### config.mk
export PLATFORM = sky130hd
export DESIGN_NAME = mips_mem_access_unit_flat
export DESIGN_NICKNAME = d
export VERILOG_FILES = /design/src/rtl/mips_mem_access_unit_if.sv /design/src/rtl/mips_mem_access_unit.sv /design/src/flat_wrapper.sv
export SDC_FILE = /design/constraint.sdc
export NUM_CORES = 1
export LEC_CHECK = 0
export ABC_AREA = 1
export CAP_MARGIN = 15
export CORE_MARGIN = 1.5
export CORE_UTILIZATION = 39
export DETAILED_ROUTE_END_ITERATION = 8
export GPL_ROUTABILITY_DRIVEN = 0
export GPL_TIMING_DRIVEN = 1
export PLACE_DENSITY = 0.77
export SLEW_MARGIN = 15
export SYNTH_ARGS = -nofsm -noshare
export SYNTH_HDL_FRONTEND = slang
export SYNTH_SLANG_ARGS = --single-unit
### constraint.sdc
create_clock -name clk -period 1.4 [get_ports clk]
set_clock_uncertainty 0.15 [all_clocks]
set_input_delay 0.42 -clock clk [delete_from_list [all_inputs] [get_ports clk]]
set_output_delay 0.42 -clock clk [all_outputs]
set_load 0.02 [all_outputs]
### src/rtl/mips_mem_access_unit_if.sv
// rtl/mips_mem_access_unit_if.sv - core request/response and Avalon master signals of the load/store unit
interface mips_mem_access_unit_if;
  logic        req_valid;
  logic        req_ready;
  logic        req_write;
  logic [1:0]  req_size;
  logic        req_signed;
  logic [31:0] req_addr;
  logic [31:0] req_wdata;
  logic        resp_valid;
  logic [31:0] resp_rdata;
  logic        resp_misaligned;
  logic [31:0] address;
  logic        read;
  logic        write;
  logic        waitrequest;
  logic [31:0] writedata;
  logic [3:0]  byteenable;
  logic [31:0] readdata;

  modport slave (
    input  req_valid, req_write, req_size, req_signed, req_addr, req_wdata,
    input  waitrequest, readdata,
    output req_ready, resp_valid, resp_rdata, resp_misaligned,
    output address, read, write, writedata, byteenable
  );

  modport master (
    output req_valid, req_write, req_size, req_signed, req_addr, req_wdata,
    output waitrequest, readdata,
    input  req_ready, resp_valid, resp_rdata, resp_misaligned,
    input  address, read, write, writedata, byteenable
  );
endinterface

### src/rtl/mips_mem_access_unit.sv
// rtl/mips_mem_access_unit.sv - one-at-a-time load/store unit driving an Avalon master with lane steering
module mips_mem_access_unit (
  input logic                     clk,
  input logic                     reset_n,
  mips_mem_access_unit_if.slave   bus
);
  typedef enum logic [1:0] {IDLE, BUS, RESP} state_t;

  state_t      state_q, state_d;
  logic        is_store_q, is_store_d;
  logic [1:0]  size_q, size_d;
  logic        signed_q, signed_d;
  logic [1:0]  lane_q, lane_d;
  logic        read_q, read_d;
  logic        write_q, write_d;
  logic [31:0] address_q, address_d;
  logic [31:0] wdata_q, wdata_d;
  logic [3:0]  be_q, be_d;
  logic        resp_valid_q, resp_valid_d;
  logic [31:0] resp_rdata_q, resp_rdata_d;
  logic        resp_mis_q, resp_mis_d;

  logic        req_err;
  logic [3:0]  req_be;
  logic [31:0] req_wlanes;
  logic [7:0]  ld_byte;
  logic [15:0] ld_half;
  logic [31:0] ld_data;

  always_comb begin
    req_err = (bus.req_size == 2'b11)
            | ((bus.req_size == 2'b01) & bus.req_addr[0])
            | ((bus.req_size == 2'b10) & (bus.req_addr[1:0] != 2'b00));

    case (bus.req_size)
      2'b00: begin
        req_be     = 4'b0001 << bus.req_addr[1:0];
        req_wlanes = {4{bus.req_wdata[7:0]}};
      end
      2'b01: begin
        req_be     = bus.req_addr[1] ? 4'b1100 : 4'b0011;
        req_wlanes = {2{bus.req_wdata[15:0]}};
      end
      default: begin
        req_be     = 4'b1111;
        req_wlanes = bus.req_wdata;
      end
    endcase

    case (lane_q)
      2'b00:   ld_byte = bus.readdata[7:0];
      2'b01:   ld_byte = bus.readdata[15:8];
      2'b10:   ld_byte = bus.readdata[23:16];
      default: ld_byte = bus.readdata[31:24];
    endcase
    ld_half = lane_q[1] ? bus.readdata[31:16] : bus.readdata[15:0];

    case (size_q)
      2'b00:   ld_data = {{24{signed_q & ld_byte[7]}}, ld_byte};
      2'b01:   ld_data = {{16{signed_q & ld_half[15]}}, ld_half};
      default: ld_data = bus.readdata;
    endcase
  end

  always_comb begin
    state_d      = state_q;
    is_store_d   = is_store_q;
    size_d       = size_q;
    signed_d     = signed_q;
    lane_d       = lane_q;
    read_d       = read_q;
    write_d      = write_q;
    address_d    = address_q;
    wdata_d      = wdata_q;
    be_d         = be_q;
    resp_valid_d = 1'b0;
    resp_rdata_d = 32'd0;
    resp_mis_d   = 1'b0;

    case (state_q)
      IDLE: begin
        if (bus.req_valid) begin
          is_store_d = bus.req_write;
          size_d     = bus.req_size;
          signed_d   = bus.req_signed;
          lane_d     = bus.req_addr[1:0];
          if (req_err) begin
            // Rejected requests skip the bus entirely and answer next cycle.
            state_d      = RESP;
            resp_valid_d = 1'b1;
            resp_mis_d   = 1'b1;
          end else begin
            state_d   = BUS;
            read_d    = ~bus.req_write;
            write_d   = bus.req_write;
            address_d = {bus.req_addr[31:2], 2'b00};
            be_d      = req_be;
            wdata_d   = req_wlanes;
          end
        end
      end
      BUS: begin
        if (!bus.waitrequest) begin
          state_d      = RESP;
          read_d       = 1'b0;
          write_d      = 1'b0;
          address_d    = 32'd0;
          be_d         = 4'd0;
          wdata_d      = 32'd0;
          resp_valid_d = 1'b1;
          resp_rdata_d = is_store_q ? 32'd0 : ld_data;
        end
      end
      RESP: state_d = IDLE;
      default: state_d = IDLE;
    endcase
  end

  always_ff @(posedge clk or negedge reset_n) begin
    if (!reset_n) begin
      state_q      <= IDLE;
      is_store_q   <= 1'b0;
      size_q       <= 2'b00;
      signed_q     <= 1'b0;
      lane_q       <= 2'b00;
      read_q       <= 1'b0;
      write_q      <= 1'b0;
      address_q    <= 32'd0;
      wdata_q      <= 32'd0;
      be_q         <= 4'd0;
      resp_valid_q <= 1'b0;
      resp_rdata_q <= 32'd0;
      resp_mis_q   <= 1'b0;
    end else begin
      state_q      <= state_d;
      is_store_q   <= is_store_d;
      size_q       <= size_d;
      signed_q     <= signed_d;
      lane_q       <= lane_d;
      read_q       <= read_d;
      write_q      <= write_d;
      address_q    <= address_d;
      wdata_q      <= wdata_d;
      be_q         <= be_d;
      resp_valid_q <= resp_valid_d;
      resp_rdata_q <= resp_rdata_d;
      resp_mis_q   <= resp_mis_d;
    end
  end

  assign bus.req_ready       = (state_q == IDLE);
  assign bus.read            = read_q;
  assign bus.write           = write_q;
  assign bus.address         = address_q;
  assign bus.writedata       = wdata_q;
  assign bus.byteenable      = be_q;
  assign bus.resp_valid      = resp_valid_q;
  assign bus.resp_rdata      = resp_rdata_q;
  assign bus.resp_misaligned = resp_mis_q;
endmodule

### src/flat_wrapper.sv
// flat-port wrapper written by rule: the top's interface ports become plain ports
module mips_mem_access_unit_flat 
  (clk, reset_n, bus_req_valid, bus_req_write, bus_req_size, bus_req_signed, bus_req_addr, bus_req_wdata, bus_waitrequest, bus_readdata, bus_req_ready, bus_resp_valid, bus_resp_rdata, bus_resp_misaligned, bus_address, bus_read, bus_write, bus_writedata, bus_byteenable);
  mips_mem_access_unit_if bus_i ();
  input logic clk;
  input logic reset_n;
  input wire logic [$bits(bus_i.req_valid)-1:0] bus_req_valid;
  input wire logic [$bits(bus_i.req_write)-1:0] bus_req_write;
  input wire logic [$bits(bus_i.req_size)-1:0] bus_req_size;
  input wire logic [$bits(bus_i.req_signed)-1:0] bus_req_signed;
  input wire logic [$bits(bus_i.req_addr)-1:0] bus_req_addr;
  input wire logic [$bits(bus_i.req_wdata)-1:0] bus_req_wdata;
  input wire logic [$bits(bus_i.waitrequest)-1:0] bus_waitrequest;
  input wire logic [$bits(bus_i.readdata)-1:0] bus_readdata;
  output wire logic [$bits(bus_i.req_ready)-1:0] bus_req_ready;
  output wire logic [$bits(bus_i.resp_valid)-1:0] bus_resp_valid;
  output wire logic [$bits(bus_i.resp_rdata)-1:0] bus_resp_rdata;
  output wire logic [$bits(bus_i.resp_misaligned)-1:0] bus_resp_misaligned;
  output wire logic [$bits(bus_i.address)-1:0] bus_address;
  output wire logic [$bits(bus_i.read)-1:0] bus_read;
  output wire logic [$bits(bus_i.write)-1:0] bus_write;
  output wire logic [$bits(bus_i.writedata)-1:0] bus_writedata;
  output wire logic [$bits(bus_i.byteenable)-1:0] bus_byteenable;
  assign bus_i.req_valid = bus_req_valid;
  assign bus_i.req_write = bus_req_write;
  assign bus_i.req_size = bus_req_size;
  assign bus_i.req_signed = bus_req_signed;
  assign bus_i.req_addr = bus_req_addr;
  assign bus_i.req_wdata = bus_req_wdata;
  assign bus_i.waitrequest = bus_waitrequest;
  assign bus_i.readdata = bus_readdata;
  assign bus_req_ready = bus_i.req_ready;
  assign bus_resp_valid = bus_i.resp_valid;
  assign bus_resp_rdata = bus_i.resp_rdata;
  assign bus_resp_misaligned = bus_i.resp_misaligned;
  assign bus_address = bus_i.address;
  assign bus_read = bus_i.read;
  assign bus_write = bus_i.write;
  assign bus_writedata = bus_i.writedata;
  assign bus_byteenable = bus_i.byteenable;
  mips_mem_access_unit u_core (.clk(clk), .reset_n(reset_n), .bus(bus_i));
endmodule
Word-level counts from Yosys, hierarchy flattened --
Cells that the tools add are included.
Operators by class: equal/unequal tests 10, shifts and indexed selects 1, muxes and demuxes 36, bitwise logic cells 7, reductions and logical operators 9
Operators by type and width (count):
- $mux W32 | 8
- $pmux W32 S2 | 4
- $pmux W8 S3 | 1
- $mux W16 | 1
- $mux W4 | 4
- $pmux W4 S2 | 2
- $mux W1 | 9
- $eq A2 B1 Y1 const B | 4
- $logic_not A2 Y1 | 4
- $eq A2 B2 Y1 const B | 3
- $mux W2 | 3
- $ne A2 B2 Y1 const B | 3
- $pmux W1 S2 | 3
- $and A1 B1 Y1 | 4
- $pmux W2 S2 | 1
- $reduce_and A2 Y1 | 2
- $reduce_and A4 Y1 | 1
- $reduce_bool A2 Y1 | 2
- $shl A1 B2 Y4 const A | 1
- $or A1 B1 Y1 | 2
- $not A1 Y1 | 1
Storage, ports and cells: output and inout port bits 105, input port bits 104, logic and storage cells 76, register bits after elaboration 112

Depth between registers and ports, before layout --
depth after elaboration 7, mapped depth 11, mapped depth without buffers 9

Worst setup path after synthesis --
No wires, ideal clock.
path type input to register, start point input bus_req_addr[0], end point register u_core.wdata_q[16], in the netlist u_core.bus.writedata[16], path buffers 2, stages on the path 10, required time 1.126 ns, arrival 1.315 ns, setup slack -0.189 ns, setup time 0.124 ns, path through inv_1 -> nand2_1 -> o21ai_1 -> inv_1 -> nand2_2 -> nand2_1 -> buf_6 -> buf_6 -> nand2_1 -> nand2_1
On the way: longest elaborated chain between the ends 5, elaborated cells between the ends (all ways) 7, classes of those cells 1 x eq/ne; 4 x bitwise; 2 x reduce/logical
Ends and longest elaborated chain:
- start, declared | line flat_wrapper.sv:11 | input wire logic [$bits(bus_i.req_addr)-1:0] bus_req_addr;
- $and A1 B1 Y1 / $reduce_bool A2 Y1 (equally long branches) | line mips_mem_access_unit.sv:32, mips_mem_access_unit.sv:33
- $or A1 B1 Y1 / $and A1 B1 Y1 (equally long branches) | line mips_mem_access_unit.sv:32, mips_mem_access_unit.sv:33
- $or A1 B1 Y1 * | line mips_mem_access_unit.sv:33 | | ((bus.req_size == 2'b10) & (bus.req_addr[1:0] != 2'b00));
- $ne A2 B2 Y1 (no source line) *
- $reduce_and A4 Y1 (no source line) *
- end signal, assigned | line mips_mem_access_unit.sv:143 | wdata_q <= wdata_d;
- end, declared | line mips_mem_access_unit.sv:17 | logic [31:0] wdata_q, wdata_d;
Every way passes the cells marked *; elsewhere a longest branch is shown, timed or not. A chain may end at the register's enable or synchronous reset.

Worst setup path in the final report --
start point register u_core.state_q[0], end point register u_core.address_q[11], in the netlist u_core.bus.address[11]
On the way: longest elaborated chain between the ends 3, elaborated cells between the ends (all ways) 8, classes of those cells 4 x eq/ne; 1 x mux; 3 x reduce/logical
Ends and longest elaborated chain:
- start, declared | line mips_mem_access_unit.sv:9 | state_t state_q, state_d;
- start signal, assigned | line mips_mem_access_unit.sv:135 | state_q <= state_d;
- $eq A2 B1 Y1 / $logic_not A2 Y1 (equally long branches) | line mips_mem_access_unit.sv:80 | case (state_q)
- $ne A2 B2 Y1 (no source line) / $reduce_bool A2 Y1 (equally long branches)
- $reduce_and A4 Y1 (no source line)
- end signal, assigned | line mips_mem_access_unit.sv:142 | address_q <= address_d;
- end, declared | line mips_mem_access_unit.sv:16 | logic [31:0] address_q, address_d;
Parallel ways exist; a longest one is shown, timed or not.

==> run summary <==
vias in the first global route - 5,944
NetSw - 6.37 mW
die area - 13,700 um^2
final setup violation count - 203
period utilization - 1.20
worst min path class - register to register
Clk pwr share - 0.171
routed wire length - 22,400 um
Cell Count, Final, Fillers Out - 1,134
ant diodes - 0
xor/xnor cell area share of the yosys netlist - 0
DRC - 0
clock transition at the registers of the reported paths - 0.07 ns
Finished Core Util - 0.795
CTS HTree Levels - 3
initial antenna violation count - 0
max-slew violations - 0
global-route wire length before repair - 29,700 um
IO Pins - 209
most common cell after layout, fill and taps aside - buf_6
Root Driver - clkbuf_16
Setup WS post-layout - -0.282 ns
ys flop type - dfrtp_1
Logic pwr share - 0.543
die height - 117 um
via count - 6,036
Chip Width - 117 um
Synth Warn # - 0
DR iter-0 viols - 553
Final Power - 16.4 mW
largest net degree at the start of global routing - 65
status - finished with violations
leakage - 5.07 nW
Peak Freq - 595 MHz
Synth Area in Compound Gates - 0.129
Detail Route Antenna Nets - 0
asr flop ratio synth - 1.00
critical path startpoint category - register
Gate Count Post-Synth - 606
Final min period - 1.68 ns
clk sinks - 110
EDFF count, synth - 0
total CTS buffers - 9
Req. time, crit path - 1.49 ns
Sw Ratio - 0.388
TNS Setup - -25.74 ns
grt ovf - 0
mux contribution to synthesized area - 0
DR vias/cell - 5.32
critical path class - register to register
syn_area_per_cell - 8.34 um^2
failing checks - setup timing
total track usage - 0.286
dpl hpwl - 11,700 um
Rows - 41
count of cell types in the netlist - 28
Placed Cells - 1,023
adder-cell share of the synthesized area - 0
CP endpoint kind - register
Port Buffers - 206
Synth Cell Area - 5060 um^2
register bit total from synthesis - 110
Synth Area in Simple Gates - 0.251
sequential-to-total area share from yosys stat - 0.544
Worst Path Arrival - 1.78 ns
share of layout cells above drive strength 1 - 0.505
main combinational cell family by area after synthesis - simple AND/OR/NAND/NOR gates
pre-CTS setup slack - -0.901 ns
Final Net Count - 1,061
Max clock buf depth - 2
sequential share of power - 0.285
TritonCTS clock tree - yes
Core ar. - 12,600 um^2
most frequent cells in the layout - buf_6, buf_4, nand2_1
Worst-Skew Late Latency - 0.35 ns
Max VDD drop - 0.00102 V
Layout area overhead - 98.5%
Initial Util - 0.401
first drt pass iteration count - 7
cell area power density - 1640 nW/um^2
internal power - 10.1 mW
drt wl/cell - 19.8 um
unrepaired setup endpoints after global routing - yes
Max Cap Violations - 0
Worst Path Max Fanout - 5
final hold viol count - 0
power groups by stage:
stage,Combinational (mW),Sequential (mW),Clock [mW]
2_1_floorplan,1.88,5.37,0
3_3_place_gp,5.55,4.49,0
3_5_place_dp,5.69,4.52,0
4_1_cts,7.57,4.64,2.81
5_1_grt,9.36,4.75,2.98
6_report,8.92,4.69,2.81
worst max-delay path: stages, from the launching register on:
cell	delay, ns
dfrtp_1	0.38
inv_2	0.06
nand2_4	0.07
nor2_4	0.05
buf_6	0.11
nand2_4	0.09
clkinvlp_4	0.21
buf_12	0.21
buf_16	0.14
nand2_4	0.05
nand2_2	0.05
layer usage:
metal	global-route usage	vias to the layer above	share of wire
li1	-	2642	-
met1	0.336	2920	0.36
met2	0.501	373	0.52
met3	0.0489	101	0.068
met4	0.153	0	0.052
met5	0	-	0
cell families (layout without fill, tap and decap cells):
family,after synthesis,after routing
AO/OA/AOI/OAI,114,114
other,1,2
AND/OR/NAND/NOR,307,308
buffers and inverters,74,428
flip-flops,110,110
stage by stage:
stage,instance area [um^2],hold WS [ns]
after floorplan,5120,-0.0256
after CTS,9380,0.353
after global placement,7730,0.278
after detailed placement,7730,0.285
final,10000,0.361
after global routing,10000,0.383
cell type report:
type / instances / area [um^2]
clock buffer: 9 / 225
multi-input combinational: 424 / 2760
tap: 172 / 215
clock inverter: 7 / 97.6
inverter: 43 / 191
fill: 705 / 2580
timing repair buffer: 369 / 3800
sequential: 110 / 2760
cells in the mapped netlist, types with 2 or more instances:
master | n | area share
o22ai_1 | 6 | 0.0074
o21ai_2 | 2 | 0.0035
a21oi_1 | 26 | 0.026
inv_1 | 40 | 0.030
o211ai_1 | 18 | 0.027
buf_4 | 5 | 0.0074
or3_1 | 2 | 0.0025
nor2_4 | 2 | 0.0045
nor2_2 | 8 | 0.0099
o21ai_1 | 3 | 0.0030
a31oi_1 | 2 | 0.0025
buf_2 | 6 | 0.0059
buf_1 | 3 | 0.0022
dfrtp_1 | 110 | 0.54
inv_2 | 3 | 0.0022
nor2_1 | 54 | 0.040
nand2_4 | 2 | 0.0045
nand3_1 | 15 | 0.015
clkbuf_1 | 8 | 0.0059
buf_6 | 8 | 0.018
nand2_2 | 3 | 0.0037
o21ai_0 | 50 | 0.049
nand2_1 | 216 | 0.16
or2_2 | 3 | 0.0037
nand3_4 | 2 | 0.0069
o21bai_1 | 7 | 0.010
final timing paths:
path                                              from                        end  slack (ns)  depth (start not counted)
max in group asynchronous                      reset_n   u_core.bus.writedata[15]        0.32                          3
worst min-delay path            u_core.bus.address[14]     u_core.bus.address[14]        0.36                          2
min in group asynchronous                      reset_n  u_core.bus.resp_rdata[31]        0.44                          3
worst min register to register  u_core.bus.address[14]     u_core.bus.address[14]        0.36                          2
worst max register to register       u_core.state_q[0]     u_core.bus.address[11]       -0.28                         10
worst max-delay path                 u_core.state_q[0]     u_core.bus.address[11]       -0.28                         10
sequential cells by signal, indices dropped and copies added, names as in the netlist:
name and count:
u_core.bus.address 30, u_core.lane_q 2, u_core.bus.resp_rdata 32, u_core.bus.resp_misaligned 1, u_core.bus.writedata 32, u_core.signed_q 1, u_core.is_store_q 1, u_core.bus.byteenable 4
u_core.state_q 2, u_core.bus.resp_valid 1, u_core.bus.write 1, u_core.bus.read 1, u_core.size_q 2
timing repair:
| item | in CTS | in global routing |
|---|---|---|
| gates resized for setup | 804 | 134 |
| setup buffers | 47 | 44 |
| cloned | 12 | 4 |
| pin swaps | 31 | 48 |
| hold endpoints to repair | 110 | 0 |
| hold buffers | 1 | 0 |
| endpoints found under the setup margin | 206 | 213 |
(Power assumes the default switching activity.)
